**src/rtl/platform_pio_debounce_if.sv**
```systemverilog
// Avalon-MM slave bus bundle for the two-channel debounced PIO block.
// The master modport is the bus host side; the slave modport is the register file side.
interface platform_pio_debounce_if;
    logic [1:0]  address;
    logic        chipselect;
    logic        write_n;
    logic [31:0] writedata;
    logic [31:0] readdata;

    modport master (
        output address,
        output chipselect,
        output write_n,
        output writedata,
        input  readdata
    );

    modport slave (
        input  address,
        input  chipselect,
        input  write_n,
        input  writedata,
        output readdata
    );
endinterface

```
**src/rtl/platform_pio_debounce.sv**
```systemverilog
// Two-channel pin debouncer with edge capture, irq masking and an Avalon-MM register file.
// Each pin is synchronized, then must differ from the clean level for DEBOUNCE_CYCLES cycles.
module platform_pio_debounce #(
    parameter int DEBOUNCE_CYCLES = 16
) (
    input  logic                     clk,
    input  logic                     reset,
    platform_pio_debounce_if.slave   avs,
    input  logic [1:0]               pins_in,
    output logic [1:0]               clean_out,
    output logic                     irq
);

    localparam logic [15:0] TERM_CNT = 16'(DEBOUNCE_CYCLES - 1);

    localparam logic [1:0] ADDR_CLEAN = 2'd0;
    localparam logic [1:0] ADDR_MASK  = 2'd1;
    localparam logic [1:0] ADDR_EDGE  = 2'd2;
    localparam logic [1:0] ADDR_CFG   = 2'd3;

    logic [1:0]  meta_q, meta_d;
    logic [1:0]  sync_q, sync_d;
    logic [1:0]  clean_q, clean_d;
    logic [15:0] cnt_q [2];
    logic [15:0] cnt_d [2];
    logic [1:0]  irq_mask_q, irq_mask_d;
    logic [1:0]  edge_cap_q, edge_cap_d;
    logic [3:0]  edge_cfg_q, edge_cfg_d;
    logic [31:0] readdata_q, readdata_d;

    logic        wr_en;
    logic [1:0]  rise_evt;
    logic [1:0]  fall_evt;
    logic [1:0]  clr_mask;
    logic        wdata_unused;

    assign wdata_unused = ^avs.writedata[31:4];

    // Synchronizer and per-channel debounce counters
    always_comb begin
        meta_d  = pins_in;
        sync_d  = meta_q;
        clean_d = clean_q;
        for (int i = 0; i < 2; i++) begin
            cnt_d[i] = 16'd0;
            if (sync_q[i] != clean_q[i]) begin
                if (cnt_q[i] == TERM_CNT) begin
                    clean_d[i] = sync_q[i];
                end else begin
                    cnt_d[i] = cnt_q[i] + 16'd1;
                end
            end
        end
    end

    // Edge detection uses the next clean value so capture lands on the same edge as clean_out.
    always_comb begin
        wr_en    = avs.chipselect & ~avs.write_n;
        rise_evt = clean_d & ~clean_q & edge_cfg_q[1:0];
        fall_evt = ~clean_d & clean_q & edge_cfg_q[3:2];
        clr_mask = 2'b00;
        if (wr_en && (avs.address == ADDR_EDGE)) begin
            clr_mask = avs.writedata[1:0];
        end
        edge_cap_d = (edge_cap_q & ~clr_mask) | rise_evt | fall_evt;
    end

    always_comb begin
        irq_mask_d = irq_mask_q;
        edge_cfg_d = edge_cfg_q;
        if (wr_en && (avs.address == ADDR_MASK)) begin
            irq_mask_d = avs.writedata[1:0];
        end
        if (wr_en && (avs.address == ADDR_CFG)) begin
            edge_cfg_d = avs.writedata[3:0];
        end
    end

    always_comb begin
        readdata_d = 32'd0;
        case (avs.address)
            ADDR_CLEAN: readdata_d = {30'd0, clean_q};
            ADDR_MASK:  readdata_d = {30'd0, irq_mask_q};
            ADDR_EDGE:  readdata_d = {30'd0, edge_cap_q};
            ADDR_CFG:   readdata_d = {28'd0, edge_cfg_q};
            default:    readdata_d = 32'd0;
        endcase
    end

    always_ff @(posedge clk or posedge reset) begin
        if (reset) begin
            meta_q     <= 2'b00;
            sync_q     <= 2'b00;
            clean_q    <= 2'b00;
            cnt_q[0]   <= 16'd0;
            cnt_q[1]   <= 16'd0;
            irq_mask_q <= 2'b00;
            edge_cap_q <= 2'b00;
            edge_cfg_q <= 4'h0;
            readdata_q <= 32'd0;
        end else begin
            meta_q     <= meta_d;
            sync_q     <= sync_d;
            clean_q    <= clean_d;
            cnt_q[0]   <= cnt_d[0];
            cnt_q[1]   <= cnt_d[1];
            irq_mask_q <= irq_mask_d;
            edge_cap_q <= edge_cap_d;
            edge_cfg_q <= edge_cfg_d;
            readdata_q <= readdata_d;
        end
    end

    assign clean_out    = clean_q;
    assign avs.readdata = readdata_q;
    assign irq          = |(edge_cap_q & irq_mask_q);

endmodule

```
**src/flat_wrapper.sv**
```systemverilog
// flat-port wrapper written by rule: the top's interface ports become plain ports
module platform_pio_debounce_flat 
#(
    parameter int DEBOUNCE_CYCLES = 16
)
  (clk, reset, pins_in, clean_out, irq, avs_address, avs_chipselect, avs_write_n, avs_writedata, avs_readdata);
  platform_pio_debounce_if avs_i ();
  input  logic clk;
  input  logic reset;
  input  logic [1:0] pins_in;
  output logic [1:0] clean_out;
  output logic irq;
  input wire logic [$bits(avs_i.address)-1:0] avs_address;
  input wire logic [$bits(avs_i.chipselect)-1:0] avs_chipselect;
  input wire logic [$bits(avs_i.write_n)-1:0] avs_write_n;
  input wire logic [$bits(avs_i.writedata)-1:0] avs_writedata;
  output wire logic [$bits(avs_i.readdata)-1:0] avs_readdata;
  assign avs_i.address = avs_address;
  assign avs_i.chipselect = avs_chipselect;
  assign avs_i.write_n = avs_write_n;
  assign avs_i.writedata = avs_writedata;
  assign avs_readdata = avs_i.readdata;
  platform_pio_debounce #(.DEBOUNCE_CYCLES(DEBOUNCE_CYCLES)) u_core (.clk(clk), .reset(reset), .avs(avs_i), .pins_in(pins_in), .clean_out(clean_out), .irq(irq));
endmodule
```
**config.mk**
```make
export PLATFORM = sky130hd
export DESIGN_NAME = platform_pio_debounce_flat
export DESIGN_NICKNAME = d
export VERILOG_FILES = /design/src/rtl/platform_pio_debounce_if.sv /design/src/rtl/platform_pio_debounce.sv /design/src/flat_wrapper.sv
export SDC_FILE = /design/constraint.sdc
export NUM_CORES = 1
export LEC_CHECK = 0
export BUFFER_PORTS_ARGS = -buffer_cell sky130_fd_sc_hd__buf_2
export CAP_MARGIN = 20
export CORE_UTILIZATION = 57
export CTS_BUF_LIST = sky130_fd_sc_hd__clkbuf_4
export DETAILED_ROUTE_END_ITERATION = 10
export PLACE_DENSITY = 0.93
export SLEW_MARGIN = 20
export SYNTH_ARGS = -nofsm -noshare
export SYNTH_HDL_FRONTEND = slang
export SYNTH_SLANG_ARGS = --single-unit
```
**constraint.sdc**
```tcl
create_clock -name clk -period 4 [get_ports clk]
set_clock_uncertainty 0.05 [all_clocks]
set_input_delay 0.8 -clock clk [delete_from_list [all_inputs] [get_ports clk]]
set_output_delay 0.8 -clock clk [all_outputs]
set_load 0.02 [all_outputs]
```
==> impl_metrics.csv <==
group,metric,value,unit
cts,cts.htree.levels,2,
synthesis,yosysUniqueCellTypes,30,
floorplan,fp.dieW,68.82,µm
placement,place_hpwl,3000,µm
route,dr.pass1.iters,4,
critical_path,worstReg2RegStart,"u_core.cnt_q[16]",
power,vdd_drop_max,0.1525,mV
cts,cts.clk_slew.worst_paths,0.15,ns
sta,finalSetupViolCount,0,
cts,cts_tree,"yes",
route,finalWirelength,4395,µm
synthesis,netlist_instances,234,
finish,area_growth,4.130,%
synthesis,synth-edff-count,0,
power,p_leak,1.150,nW
global_routing,grt_pass1_vias,1580,
synthesis,ys_warn_count,0,
min_path,min-delay-start,"u_core.meta_q[0]",
floorplan,core_area,0.004144,mm²
run,max_cap_violations,0,
sta,whs,0.3090,ns
route,avgRoutedWirePerCell,14.32,µm
placement,portBuffers,18,
global_routing,use_met1,25.93,%
floorplan,num_rows,23,
critical_path,critPathMaxFanout,3,
cts,cts_root_buffer,"clkbuf_4",
cts,hold_buffers,0,
critical_path,crit_start,"u_core.irq_mask_q[0]",
min_path,hp-class,"reg2reg",
finish,utilization,63.95,%
cts,cts_resized,0,
sta,max_freq,0.4855,GHz
power,power.density,361.2,mW/mm²
sta,finalCriticalPeriod,2.060,ns
sta,rsz0062_at_grt,"no",
synthesis,yosys.area.top_type_share,49.16,%
synthesis,synth_area_leaders,"dfrtp_1 (49%), buf_4 (8.3%), xnor2_1 (8.3%)",
finish,fillCellCount,334,
route,drt_iter0_markers,82,
global_routing,grt_max_degree,51,
critical_path,endpoint_kind,"output pin",
floorplan,die_y,68.82,µm
cts,postCtsSetupRepairBufs,0,
finish,antennaDiodeCount,0,
global_routing,grt_pass1_wl,7251,µm
finish,fin_cells,307,
synthesis,synthArstFlopShare,100.0,%
global_routing,antenna_found_initial,0,
route,drtAntennaViolNets,0,
run_status,status,"complete, no violations",
synthesis,synthesis.area,0.002545,mm²
critical_path,arrival,1.21,ns
finish,layout.area.seq,0.001251,mm²
floorplan,initial_core_util,61.41,%
placement,routabilityCongestion,0.7580,
sta,worst_slew_pin_slew,0.8310,ns
sta,finalSetupTns,0,ns
critical_path,critical_path_required,3.15,ns
cts,clock-sinks,50,
route,route.detailed.drc,0,
critical_path,critical_path_class,"reg2out",
global_routing,grt.busiest_layer,"met2",
cts,cts_buffers,5,
floorplan,ios,75,
sta,drv_slew,0,
power,finalPower,0.0009573,W
cts,insertion_delay,0.37,ns
global_routing,met3_usage,4.112,%
finish,drive_above_1_share,21.01,%
route,routed-via-count,1646,
global_routing,grt_use_total,21.18,%
synthesis,synth_area_per_cell,10.88,µm²
finish,multi_input_area,0.001129,mm²
critical_path,r2r_slack,2.24,ns
finish,fin_nets,298,
synthesis,synth_seq_area_share,49.16,%
cts,cts_buffer_depth,2,
synthesis,synth_flop_cell,"dfrtp_1",
global_routing,gr-total-overflow,0,
global_routing,grt_use_met2,36.40,%
placement,placed_cells,299,
sta,relSlewSlack,44.53,%
sta,hold_viol_final,0,
floorplan,die-area,0.004736,mm²
synthesis,synth_largest_area_cell,"dfrtp_1",
route,viasPerCell,5.362,
synthesis,ys_ff_latch,50,
sta,finalCritPeriodShare,51.49,%
critical_path,crit_path_start_kind,"flop",
## layout by cell type, fill, tap and decap left out, types with 8 or more instances in the layout
cell / count
xnor2_1: 24
buf_2: 18
nor3_1: 8
inv_1: 8
dfrtp_1: 50
nor2_1: 32
nand2_1: 8
nor4_2: 8
conb_1: 28
nand3_1: 10
## state kept, by name, indices dropped and copies added, names as in the netlist
signal,cells
u_core.clean_out,2
u_core.sync_q,2
u_core.meta_q,2
u_core.irq_mask_q,2
u_core.avs.readdata,4
u_core.cnt_q,32
u_core.edge_cap_q,2
u_core.edge_cfg_q,4
## cell usage after synthesis, drive strengths merged (2+ instances only)
library cell	n
dfrtp	50
ha	2
nand3	12
buf	30
nand2	8
nor2b	4
inv	9
o21ai	4
xor2	4
nor2	36
and3	4
xnor2	24
nor4	14
mux2	8
a22oi	2
nor3	8
mux4	2
nand4	8
## final cells by class
cell class	instances	area share, %
clock buffers	5	1.416
clock inverters	3	1.700
inverters	9	1.322
multi-input cells	172	42.59
flip-flops and latches	50	47.21
well taps	50	2.361
repair buffers	18	3.399
## critical path: stages, from the launching register on
cell and delay, ns:
dfrtp_1 0.44, a22o_1 0.24, buf_2 0.16
## per-layer routing
layer	vias up	part of all wire, %
li1	786	-
met1	804	44
met2	49	50
met3	7	4.4
met4	0	1.5
met5	-	0
## final timing paths
| path | to | depth (start not counted) |
|---|---|---|
| max in group asynchronous | u_core.cnt_q[18] | 2 |
| min in group asynchronous | u_core.cnt_q[27] | 2 |
| setup reg to reg | u_core.cnt_q[19] | 5 |
| hold / removal | u_core.sync_q[0] | 0 |
| setup / recovery | irq | 2 |
| hold reg to reg | u_core.sync_q[0] | 0 |
## power breakdown
group          internal, W  switching (W)
Combinational    0.0000365      0.0000695
Clock             0.000131       0.000164
Sequential        0.000535      0.0000209
Total             0.000702       0.000255
## metrics by stage
stage          cell area [µm²]  setup slack (ns)
6_report                  2650             1.940
3_3_place_gp              2566             2.217
3_5_place_dp              2566             2.176
2_1_floorplan             2646             1.949
4_1_cts                   2649             1.941
5_1_grt                   2650             1.890
## cells by family (layout without fill, tap and decap cells)
family                   Yosys count  in the layout  synth area share (%)
buffers and inverters             39             35                 10.47
adder cells (fa/ha/maj)            2              2                0.9831
other                              1             28                0.1474
AO/OA/AOI/OAI                      7              7                 2.016
XOR/XNOR                          28             28                 9.636
multiplexers                      10             10                 5.309
AND/OR/NAND/NOR                   97             97                 22.27
flip-flops                        50             50                 49.16
Note: power is estimated with default switching activity, not from simulation.
